===== src/rtl/mmu_bus_req_scheduler_if.sv =====
// Bus-request path between core/MMU request sources and the bus interface unit.
// Handshake: bus_req/grant stay constant once raised; the owner is released only by a one-cycle bus_done pulse.
interface mmu_bus_req_scheduler_if;
    logic       data_rd_bus;
    logic       data_wr;
    logic       opcode_req_core_miss;
    logic       mmu_tw_req;
    logic       burst_prefetch_data_req;
    logic       burst_prefetch_op_req;
    logic       mmu_runtime_fault;
    logic       mmu_runtime_stall;
    logic       core_lock;
    logic       bus_done;
    logic       bus_req;
    logic       bus_wr;
    logic       bus_lock;
    logic [5:0] grant;
    logic [5:0] done;

    modport slave (
        input  data_rd_bus, data_wr, opcode_req_core_miss, mmu_tw_req,
               burst_prefetch_data_req, burst_prefetch_op_req,
               mmu_runtime_fault, mmu_runtime_stall, core_lock, bus_done,
        output bus_req, bus_wr, bus_lock, grant, done
    );

    modport master (
        output data_rd_bus, data_wr, opcode_req_core_miss, mmu_tw_req,
               burst_prefetch_data_req, burst_prefetch_op_req,
               mmu_runtime_fault, mmu_runtime_stall, core_lock, bus_done,
        input  bus_req, bus_wr, bus_lock, grant, done
    );
endinterface


===== src/rtl/mmu_bus_req_scheduler.sv =====
// Fixed-priority registered arbiter for the external bus request, with MMU masking,
// locked RMW sequencing and a prefetch anti-starvation age counter.
module mmu_bus_req_scheduler #(
    parameter int PF_MAX_WAIT = 8
) (
    input  logic                               clk,
    input  logic                               reset,
    mmu_bus_req_scheduler_if.slave             bus,
    output logic                               state_dbg,
    output logic [$clog2(PF_MAX_WAIT+1)-1:0]   age_dbg
);
    localparam int AGE_W = $clog2(PF_MAX_WAIT + 1);
    localparam logic [AGE_W-1:0] AGE_MAX = AGE_W'(PF_MAX_WAIT);

    typedef enum logic {IDLE, BUSY} state_t;

    state_t           state;
    logic [AGE_W-1:0] age;
    logic [5:0]       elig;
    logic [5:0]       next_grant;
    logic             core_ok;
    logic             promote;
    logic             pf_pending;

    always_comb begin
        core_ok    = !bus.mmu_runtime_fault && !bus.mmu_runtime_stall;
        pf_pending = bus.burst_prefetch_data_req || bus.burst_prefetch_op_req;
        // A held lock admits only the rd/wr halves of the RMW sequence.
        elig[0] = bus.data_rd_bus && core_ok;
        elig[1] = bus.data_wr && core_ok;
        elig[2] = bus.opcode_req_core_miss && core_ok && !bus.bus_lock;
        elig[3] = bus.mmu_tw_req && !bus.bus_lock;
        elig[4] = bus.burst_prefetch_data_req && !bus.bus_lock;
        elig[5] = bus.burst_prefetch_op_req && !bus.bus_lock;
        promote = (age == AGE_MAX) && (elig[4] || elig[5]);
    end

    always_comb begin
        next_grant = 6'b000000;
        if (elig[3])                 next_grant = 6'b001000;
        else if (elig[1])            next_grant = 6'b000010;
        else if (promote && elig[4]) next_grant = 6'b010000;
        else if (promote && elig[5]) next_grant = 6'b100000;
        else if (elig[0])            next_grant = 6'b000001;
        else if (elig[2])            next_grant = 6'b000100;
        else if (elig[4])            next_grant = 6'b010000;
        else if (elig[5])            next_grant = 6'b100000;
    end

    always_ff @(posedge clk) begin
        if (reset) begin
            state        <= IDLE;
            bus.grant    <= 6'b000000;
            bus.bus_req  <= 1'b0;
            bus.bus_wr   <= 1'b0;
            bus.bus_lock <= 1'b0;
            age          <= '0;
        end else begin
            case (state)
                IDLE: begin
                    if (|next_grant) begin
                        state       <= BUSY;
                        bus.grant   <= next_grant;
                        bus.bus_req <= 1'b1;
                        bus.bus_wr  <= next_grant[1];
                        if (next_grant[4] || next_grant[5])
                            age <= '0;
                        else if (pf_pending && (age != AGE_MAX))
                            age <= age + 1'b1;
                        if (next_grant[0] || next_grant[1])
                            bus.bus_lock <= bus.core_lock;
                        else if (!bus.core_lock)
                            bus.bus_lock <= 1'b0;
                    end else if (!bus.core_lock) begin
                        bus.bus_lock <= 1'b0;
                    end
                end
                BUSY: begin
                    // Fault/stall arriving here cannot abort the cycle already on the bus.
                    if (bus.bus_done) begin
                        state       <= IDLE;
                        bus.grant   <= 6'b000000;
                        bus.bus_req <= 1'b0;
                        bus.bus_wr  <= 1'b0;
                    end
                end
                default: state <= IDLE;
            endcase
        end
    end

    assign bus.done  = bus.grant & {6{bus.bus_done && !reset}};
    assign state_dbg = (state == BUSY);
    assign age_dbg   = age;
endmodule


===== src/flat_wrapper.sv =====
// flat-port wrapper written by rule: the top's interface ports become plain ports
module mmu_bus_req_scheduler_flat 
#(
    parameter int PF_MAX_WAIT = 8
)
  (clk, reset, state_dbg, age_dbg, bus_data_rd_bus, bus_data_wr, bus_opcode_req_core_miss, bus_mmu_tw_req, bus_burst_prefetch_data_req, bus_burst_prefetch_op_req, bus_mmu_runtime_fault, bus_mmu_runtime_stall, bus_core_lock, bus_bus_done, bus_bus_req, bus_bus_wr, bus_bus_lock, bus_grant, bus_done);
  mmu_bus_req_scheduler_if bus_i ();
  input  logic clk;
  input  logic reset;
  output logic state_dbg;
  output logic [$clog2(PF_MAX_WAIT+1)-1:0] age_dbg;
  input wire logic [$bits(bus_i.data_rd_bus)-1:0] bus_data_rd_bus;
  input wire logic [$bits(bus_i.data_wr)-1:0] bus_data_wr;
  input wire logic [$bits(bus_i.opcode_req_core_miss)-1:0] bus_opcode_req_core_miss;
  input wire logic [$bits(bus_i.mmu_tw_req)-1:0] bus_mmu_tw_req;
  input wire logic [$bits(bus_i.burst_prefetch_data_req)-1:0] bus_burst_prefetch_data_req;
  input wire logic [$bits(bus_i.burst_prefetch_op_req)-1:0] bus_burst_prefetch_op_req;
  input wire logic [$bits(bus_i.mmu_runtime_fault)-1:0] bus_mmu_runtime_fault;
  input wire logic [$bits(bus_i.mmu_runtime_stall)-1:0] bus_mmu_runtime_stall;
  input wire logic [$bits(bus_i.core_lock)-1:0] bus_core_lock;
  input wire logic [$bits(bus_i.bus_done)-1:0] bus_bus_done;
  output wire logic [$bits(bus_i.bus_req)-1:0] bus_bus_req;
  output wire logic [$bits(bus_i.bus_wr)-1:0] bus_bus_wr;
  output wire logic [$bits(bus_i.bus_lock)-1:0] bus_bus_lock;
  output wire logic [$bits(bus_i.grant)-1:0] bus_grant;
  output wire logic [$bits(bus_i.done)-1:0] bus_done;
  assign bus_i.data_rd_bus = bus_data_rd_bus;
  assign bus_i.data_wr = bus_data_wr;
  assign bus_i.opcode_req_core_miss = bus_opcode_req_core_miss;
  assign bus_i.mmu_tw_req = bus_mmu_tw_req;
  assign bus_i.burst_prefetch_data_req = bus_burst_prefetch_data_req;
  assign bus_i.burst_prefetch_op_req = bus_burst_prefetch_op_req;
  assign bus_i.mmu_runtime_fault = bus_mmu_runtime_fault;
  assign bus_i.mmu_runtime_stall = bus_mmu_runtime_stall;
  assign bus_i.core_lock = bus_core_lock;
  assign bus_i.bus_done = bus_bus_done;
  assign bus_bus_req = bus_i.bus_req;
  assign bus_bus_wr = bus_i.bus_wr;
  assign bus_bus_lock = bus_i.bus_lock;
  assign bus_grant = bus_i.grant;
  assign bus_done = bus_i.done;
  mmu_bus_req_scheduler #(.PF_MAX_WAIT(PF_MAX_WAIT)) u_core (.clk(clk), .reset(reset), .bus(bus_i), .state_dbg(state_dbg), .age_dbg(age_dbg));
endmodule

===== config.mk =====
export PLATFORM = sky130hd
export DESIGN_NAME = mmu_bus_req_scheduler_flat
export DESIGN_NICKNAME = d
export VERILOG_FILES = /design/src/rtl/mmu_bus_req_scheduler_if.sv /design/src/rtl/mmu_bus_req_scheduler.sv /design/src/flat_wrapper.sv
export SDC_FILE = /design/constraint.sdc
export NUM_CORES = 1
export LEC_CHECK = 0
export ABC_AREA = 1
export BUFFER_PORTS_ARGS = -buffer_cell sky130_fd_sc_hd__buf_2
export CORE_MARGIN = 5
export CORE_UTILIZATION = 30
export CTS_BUF_LIST = sky130_fd_sc_hd__clkbuf_8
export DETAILED_ROUTE_END_ITERATION = 10
export GPL_ROUTABILITY_DRIVEN = 1
export SYNTH_ARGS = -nofsm -noshare
export SYNTH_HDL_FRONTEND = slang
export SYNTH_SLANG_ARGS = --single-unit

===== constraint.sdc =====
create_clock -name clk -period 2.1 [get_ports clk]
set_clock_uncertainty 0.2 [all_clocks]
set_input_delay 0.42 -clock clk [delete_from_list [all_inputs] [get_ports clk]]
set_output_delay 0.42 -clock clk [all_outputs]
set_load 0.05 [all_outputs]

# Word level (Yosys, flattened, before mapping)
# Cells that the tools add are included.
[word_totals] regBits=14 wordCells=62
[op_classes] add_sub_neg=1 eq_ne=4 n_mux=24 bitwise_logic=2 reduce_logical=25
[ops] operator="$mux W6" n=10
[ops] operator="$logic_and A1 B1 Y1" n=13
[ops] operator="$pmux W6 S2" n=1
[ops] operator="$mux W1" n=8
[ops] operator="$mux W4" n=2
[ops] operator="$and A6 B6 Y6" n=1
[ops] operator="$pmux W1 S2" n=3
[ops] operator="$reduce_or A6 Y1" n=1
[ops] operator="$add A4 B1 Y4 const B" n=1
[ops] operator="$eq A4 B4 Y1 const B" n=1
[ops] operator="$logic_not A1 Y1" n=4
[ops] operator="$logic_or A1 B1 Y1" n=4
[ops] operator="$ne A4 B4 Y1 const B" n=1
[ops] operator="$reduce_and A3 Y1" n=1
[ops] operator="$ne A2 B1 Y1 const B" n=1
[ops] operator="$ne A2 B2 Y1 const B" n=1
[ops] operator="$reduce_and A2 Y1" n=1
[ops] operator="$reduce_bool A2 Y1" n=1
[ops] operator="$not A1 Y1" n=1

# Logic depth before layout (Yosys ltp)
# Gate-level depths: netlist of the first run.
[depth] ltp_word=13 ltp_mapped=13 ltp_nobuf=13

# Worst setup path after synthesis of the first run
# Ideal clock, no wire load.
[synth_path] path_kind="flip-flop to flip-flop" start="reg u_core.age[0] (netlist: u_core.age_dbg[0])" end="reg u_core.age[0] (netlist: u_core.age_dbg[0])" setup_ps=110 arrival_ps=1906 required_time_ps=1790 setup_slack_ps=-116 stages_incl_launch_ff=13 n_path_buf=0 period_less_slack_ps=2216 path_cell_list="dfxtp_1 -> inv_1 -> ha_1 -> nand2_2 -> nor2_4 -> a21oi_1 -> nand2_2 -> nand3_1 -> nand2_1 -> nor2_4 -> nand2_1 -> nand2_1 -> nor2_1"
[synth_between] elab_chain_cells=10 elab_cells_between_ends=17
[synth_lines] element="start: declaration" line_no="mmu_bus_req_scheduler.sv:18" source="logic [AGE_W-1:0] age;"
[synth_lines] element="start signal: assignment" line_no="mmu_bus_req_scheduler.sv:69" source="age <= age + 1'b1;"
[synth_lines] element="$eq A4 B4 Y1" line_no="mmu_bus_req_scheduler.sv:35" source="promote = (age == AGE_MAX) && (elig[4] || elig[5]);"
[synth_lines] element="$logic_and A1 B1 Y1" line_no="mmu_bus_req_scheduler.sv:35"
[synth_lines] element="$logic_and A1 B1 Y1" line_no="mmu_bus_req_scheduler.sv:43" source="else if (promote && elig[5]) next_grant = 6'b100000;"
[synth_lines] element="$mux W6" line_no="mmu_bus_req_scheduler.sv:43"
[synth_lines] element="$mux W6" line_no="mmu_bus_req_scheduler.sv:42" source="else if (promote && elig[4]) next_grant = 6'b010000;"
[synth_lines] element="$mux W6" line_no="mmu_bus_req_scheduler.sv:41" source="else if (elig[1]) next_grant = 6'b000010;"
[synth_lines] element="$mux W6" line_no="mmu_bus_req_scheduler.sv:40" source="if (elig[3]) next_grant = 6'b001000;"
[synth_lines] element="$logic_or A1 B1 Y1" line_no="mmu_bus_req_scheduler.sv:66" source="if (next_grant[4] || next_grant[5])"
[synth_lines] element="$reduce_bool A2 Y1 (no source line)"
[synth_lines] element="$reduce_and A3 Y1 (no source line)"
# Several ways; a longest one is shown, not always the timed one. The select of a mux whose other input is x is not followed.
# A chain may end at the register's enable or synchronous reset.

# Worst setup path in the final report of the first run
[layout_path] start="in reset" end="out bus_done[0]"
[layout_between] elab_chain_cells=3
[layout_lines] element="start: declaration" line_no="flat_wrapper.sv:9" source="input logic reset;"
[layout_lines] element="$logic_not A1 Y1" line_no="mmu_bus_req_scheduler.sv:92" source="assign bus.done = bus.grant & {6{bus.bus_done && !reset}};"
[layout_lines] element="$logic_and A1 B1 Y1" line_no="mmu_bus_req_scheduler.sv:92"
[layout_lines] element="$and A6 B6 Y6" line_no="mmu_bus_req_scheduler.sv:92"
[layout_lines] element="end: declaration" line_no="flat_wrapper.sv:26" source="output wire logic [$bits(bus_i.done)-1:0] bus_done;"
# No other way between the ends.

==> metrics.txt, run 1 <==
FFs w/ async S/R, synth=0%; XOR/XNOR Fraction of Synth Area=0%; CTS buffer count=3; area delta synth->final=26.8%; Seq pwr share=around 36%; Netlist cell types=21; CTS tree=done; post-CTS sizing=0; postcts setup bufs=0; Setup violations, final=0; Crit-path slowest cell=buf_2; Crit Path Max Fanout=8; status=finished, final reports clean; compound-gate portion of the synthesized area=approximately a tenth; clk slew on worst S/H paths=about 0.060 ns; site row count=19; Switching Share=between 40% and 50%; setup ws final=~0.13 ns; Hold WS=around 0.22 ns; yosys warns=0; H-tree depth=1; fmax=between 0.5 and 0.6 GHz; Avg Cell Area, Syn=6.42 sq um; Hold Buf Count CTS=0; io pins=32; crit-path leading delay family=buffers and inverters; FF-to-FF path depth=12; Most Frequent Cell on Critical Path=buf_2; Buf/Inv on CP=3; CTS Buffer Depth=2; cell with the most instances after synthesis=nand2_1; share of cells above drive strength 1=31.8%; final WL=around 2200 microns; Synth top area share=roughly 30%; die width=between 60 and 70 microns; Synth Area in Adders=around 2.9%; EDFF count, synth=0; starting density of the core=31.4%; Worst path depth=5; pin count of the biggest net entering global routing=11; post-synthesis simple-gate area fraction=46.6%; global-route wire length before repair=approximately 3800 microns; ratio of total power to cell area=approximately 760 nW/um^2; Tot GR Track Use=11.1%; Nets=185; Slew Limit Fails=0; Vias=945; Period Utilization, post-route=around 94%; DR pass1 iterations=5; Max stage delay on crit path=between 0.2 and 0.3 ns; worst slack, placed=approximately 0.13 ns; CORE AREA=between 2000 and 3000 sq um; total grt overflow=0; initial antenna violation count=0; clock share of power=around a quarter; Max VDD drop=around 0.52 mV; CP Launch Type=input port; cell taking the most area after synthesis=dfxtp_1; Req. time, crit path=between 1 and 1.5 ns; max cap viols=0; FF+latch count, synth=13; main combinational cell family by area after synthesis=simple AND/OR/NAND/NOR gates; data arrival time of the worst path=roughly 1.4 ns; Pwr Total=0.846 mW; Internal=just under 0.5 mW; Setup crit end kind=output pin; Final Wtd Congestion=0.776; Iter 0 DRT Violations=15; Mapped Area=about 870 sq um; worst hold-check path type=in2reg; Residual DRC=0; vias per cell=4.70; Antenna Cells=0; fill count=308; footprint of the multi-input gates=~520 sq um; root buf cell=clkbuf_8; leak pwr=between 0.5 and 0.6 nW; kind of critical path=in2out; Net Sw Power=0.351 mW; clock latency on the worst-skew pair=~0.24 ns; sequential area share after synthesis=29.8%; die area=~4100 sq um; Slew HR=between 70% and 80%; setup tns final=0 ns; syn_nets=150; post-layout minimum cycle time=between 1.5 and 2 ns; RSZ-0062 raised after global routing=no; Post-synth top cells=27 x nand2_1, 18 x inv_1, 18 x nor2_1, 17 x nand3_1, 13 x dfxtp_1; die height=roughly 64 microns; Clock Sinks=13; placed wire-length estimate=1800 microns; combinational power share=around two fifths; hold depth=2; most common flop cell mapped by yosys=dfxtp_1; mux share of post-synthesis cell area=0%; synth top area cells=dfxtp_1 30%, nand2_1 12%, nand3_1 9.7%; post-DR wirelength/cell=10.7 microns; Hold Vio Cnt, Final=0; PortBufs=31; CP Cell Sequence=buf_2 > inv_1 > nand2_1 > nor2_1 > buf_2; register area=approximately 260 sq um; Mapped Cells=about 140; number of global-route vias before repair=864; post-route ant nets=0; pin slew with the least headroom to its limit=0.305 ns
-- kinds of logic after synthesis --
family,after synthesis
simple gates,81
compound gates,17
fa+ha+maj,2
flops,13
buf+inv,23
-- power by group through the flow --
stage	clock network (mW)	logic (mW)	registers, mW
2_1_floorplan	0	0.174	0.388
3_3_place_gp	0	0.329	0.307
3_5_place_dp	0	0.332	0.306
4_1_cts	0.221	0.332	0.301
5_1_grt	0.237	0.364	0.307
6_report	0.215	0.329	0.302
-- per-stage QoR --
| step | cells | util [%] | area, sq um |
|---|---|---|---|
| final | 201 | 39.8 | 1110 |
| after global routing | 201 | 39.8 | 1110 |
| after CTS | 201 | 39.8 | 1110 |
| after detailed placement | 197 | 38.2 | 1060 |
| after global placement | 197 | 38.2 | 1060 |
| after floorplan | 136 | - | 876 |
-- path summary, 6_finish.rpt --
| check | from | to | slack (ns) |
|---|---|---|---|
| max | reset | bus_done[0] | 0.13 |
| min | reset | u_core.bus.grant[4]$_SDFFE_PP0P_ | 0.22 |
| max reg2reg | u_core.age_dbg[0]$_SDFFE_PP0P_ | u_core.age_dbg[1]$_SDFFE_PP0P_ | 0.20 |
| min reg2reg | u_core.bus.bus_req$_SDFFE_PP0P_ | u_core.bus.bus_req$_SDFFE_PP0P_ | 0.29 |
-- per-layer routing --
layer | vias up | global-route usage [%] | wire [microns] | share of wire, %
met3 | 2 | 2.98 | 109 | 5.1
met1 | 420 | 13.9 | 1010 | 47
met4 | 0 | 3.90 | 22 | 1.0
met5 | - | 0 | 0 | 0
li1 | 505 | - | - | -
met2 | 18 | 18.1 | 1010 | 47
-- cells in the final DEF (no fill, tap or decap) --
cell      instances
a21oi_1          11
a31o_2            1
buf_2            31
clkbuf_8          3
clkinv_1          1
dfxtp_1          11
dfxtp_2           2
ha_1              2
inv_1            19
inv_2             3
nand2_1          27
nand2_2           4
nand2_4           3
nand3_1          17
nand3_2           1
nand4_1           5
nor2_1           18
nor2_2            2
nor2_4            3
o211ai_1          1
o21ai_0           3
o21ai_1           1
or2_2             1
-- state kept, by name, indices dropped and copies added, names as in the netlist --
signal	cells
u_core.bus.grant	6
u_core.age_dbg	4
u_core.bus.bus_lock	1
u_core.bus.bus_req	1
u_core.state_dbg	1
-- cell type report --
type,instances,area share (%)
clock inverters,1,0.339
flip-flops and latches,13,23.7
well taps,31,3.50
multi-input cells,100,47.2
inverters,22,7.46
clock buffers,3,3.73
repair buffers,31,14.0
Power figures use the tool's default switching activity.
==> run 2: changes to the inputs <==
--- a/config.mk
+++ b/config.mk
@@ -7,6 +7,7 @@
 export LEC_CHECK = 0
 export ABC_AREA = 1
 export BUFFER_PORTS_ARGS = -buffer_cell sky130_fd_sc_hd__buf_2
+export CORE_ASPECT_RATIO = 0.75
 export CORE_MARGIN = 5
 export CORE_UTILIZATION = 30
 export CTS_BUF_LIST = sky130_fd_sc_hd__clkbuf_8
==> run 2 against run 1 <==
  * Design area rose by 0.79%
  * Largest power group unchanged
  * Routed wire length rose by 6.7%
  * Sequential power barely moved
  * Largest cell class unchanged
  * Critical path depth did not move
  * Fmax rose by 0.58%
  * Worst setup slack improved by 0.011 ns
  * Cell count rose by 3.5%
  * Worst hold slack improved by 0.012 ns
  * First-iteration DRC count rose to 2.8 times the previous value
  * Critical endpoint is now bus_done[3]
  * Via count fell by 0.11%
  * Count of clock-buffer cells in the layout did not move
==> metrics.txt, run 2 (synthesis gave the netlist of run 1 again) <==
reg2reg setup slack=0.17 ns (-0.03 ns); ratio of total power to cell area=765 nW/um^2 (+0.13%); placed wire-length estimate=1880 microns (+4.5%); PortBufs=31 (unchanged); Final Non-Filler Cells=208 (+3.5%); kind of critical path=in2out; Residual DRC=0 (unchanged); FF-to-FF path depth=12 (unchanged); global-route wire length before repair=3770 microns (+0.19%); fmax=0.512 GHz (+0.58%); placed instance count=204 (+3.6%); starting density of the core=30.4% (-0.99 points); io pins=32 (unchanged); CP Launch Type=input port; Period Utilization, post-route=93.1% (-0.54 points); die height=56.7 microns (-11%); post-CTS sizing=0 (unchanged); share of cells above drive strength 1=31.8% (unchanged); Pwr Total=0.854 mW (+0.92%); Hold Vio Cnt, Final=0 (unchanged); Setup violations, final=0 (unchanged); die width=72.3 microns (+13%); post-DR wirelength/cell=11.0 microns (+3.1%); CTS Buffer Depth=2 (unchanged); setup tns final=0 ns (unchanged); register area=263 sq um (unchanged); critical path capture point=bus_done[3]; worst slack, placed=0.132 ns (+0.00664 ns); vias per cell=4.54 (-3.5%); Hold WS=0.229 ns (+0.0117 ns); CORE AREA=2870 sq um (+3.2%); die area=4100 sq um (+0.27%); pin count of the biggest net entering global routing=11 (unchanged); max reg flops=6 (unchanged); post-route ant nets=0 (unchanged); final WL=2290 microns (+6.7%); most common cell after layout, fill and taps aside=buf_2; postcts setup bufs=0 (unchanged); fill count=328 (+6.5%); DR pass1 iterations=4 (-1); RSZ-0062 raised after global routing=no; Antenna Cells=0 (unchanged); Tot GR Track Use=11.5% (+0.39 points); dpl cell area=1070 sq um (+0.82%); leak pwr=0.577 nW (unchanged); worst hold-check path type=in2reg; setup ws final=0.146 ns (+0.0113 ns); clock latency on the worst-skew pair=0.24 ns (about the same); data arrival time of the worst path=1.33 ns (-0.02 ns); Clock Sinks=13 (unchanged); post-layout minimum cycle time=1.95 ns (-0.0113 ns); status=finished, final reports clean; clk slew on worst S/H paths=0.06 ns (about the same); Top reg by flops=u_core.bus.grant; Vias=944 (-0.11%); Iter 0 DRT Violations=42 (+27); CTS tree=done; H-tree depth=1 (unchanged); total grt overflow=0 (unchanged); area delta synth->final=27.8%; CTS buffer count=3 (unchanged); footprint of the multi-input gates=523 sq um (unchanged); pin slew with the least headroom to its limit=0.298 ns (-0.00689 ns); Worst Setup SP=reset; RR Startpoint=u_core.age_dbg[0]$_SDFFE_PP0P_; Nets=185 (unchanged); Req. time, crit path=1.48 ns (about the same); Max VDD drop=0.240 mV (-54%); Final Wtd Congestion=0.830 (+7.0%); root buf cell=clkbuf_8; initial antenna violation count=0 (unchanged); Slew Limit Fails=0 (unchanged); most frequent cells in the layout=31 x buf_2, 27 x nand2_1, 19 x inv_1, 18 x nor2_1, 17 x nand3_1; site row count=17 (-2); max cap viols=0 (unchanged); Crit Path Max Fanout=8 (unchanged); Setup crit end kind=output pin; Hold Buf Count CTS=0 (unchanged); Post-Route Utilization=38.9% (-0.94 points); Slew HR=80.0% (+0.46 points); post-route cell area=1120 sq um (+0.79%); number of global-route vias before repair=876 (+1.4%); reg-to-reg critical path endpoint=u_core.age_dbg[1]$_SDFFE_PP0P_
-- run 2: cell counts in the layout (fill, tap and decap cells not counted) --
No cell type changed its count.
-- run 2: worst min-delay path by stage --
stage	start	end	cells past startpoint	slack [ns]
after floorplan	reset	u_core.bus.grant[0]$_SDFFE_PP0P_	1	0.29
after global placement	u_core.bus.bus_req$_SDFFE_PP0P_	u_core.bus.bus_req$_SDFFE_PP0P_	2	0.28
after detailed placement	u_core.bus.grant[4]$_SDFFE_PP0P_	u_core.bus.grant[4]$_SDFFE_PP0P_	2	0.29
after CTS	reset	u_core.bus.grant[1]$_SDFFE_PP0P_	2	0.22
after global routing	reset	u_core.bus.grant[1]$_SDFFE_PP0P_	2	0.24
final	reset	u_core.bus.grant[4]$_SDFFE_PP0P_	2	0.23
-- run 2: cell type report --
type / instances / share of cell area (%)
inverters: 22 / 7.40
clock buffers: 3 / 3.70
repair buffers: 31 / 13.9
multi-input cells: 100 / 46.9
clock inverters: 1 / 0.336
well taps: 38 / 4.26
flip-flops and latches: 13 / 23.5
-- run 2: power by group --
part           switching (mW)  internal [mW]  total (mW)  leakage, nW
clock                  0.0917          0.129       0.221       0.0269
combinational           0.236         0.0937       0.329        0.442
sequential             0.0305          0.273       0.304        0.107
total                   0.358          0.496       0.854        0.577
-- run 2: critical path, cell delays in order --
cell	delay (ns)
buf_2	0.14
inv_1	0.20
nand2_1	0.18
nor2_1	0.12
buf_2	0.27
-- run 2: metal layers --
metal  track usage (%)  routed length [microns]  vias to the layer above
met5                 0                        0                        -
met4              5.63                       36                        0
met3              2.68                      121                        4
met2              17.9                     1020                       18
met1              14.6                     1120                      416
li1                  -                        -                      506
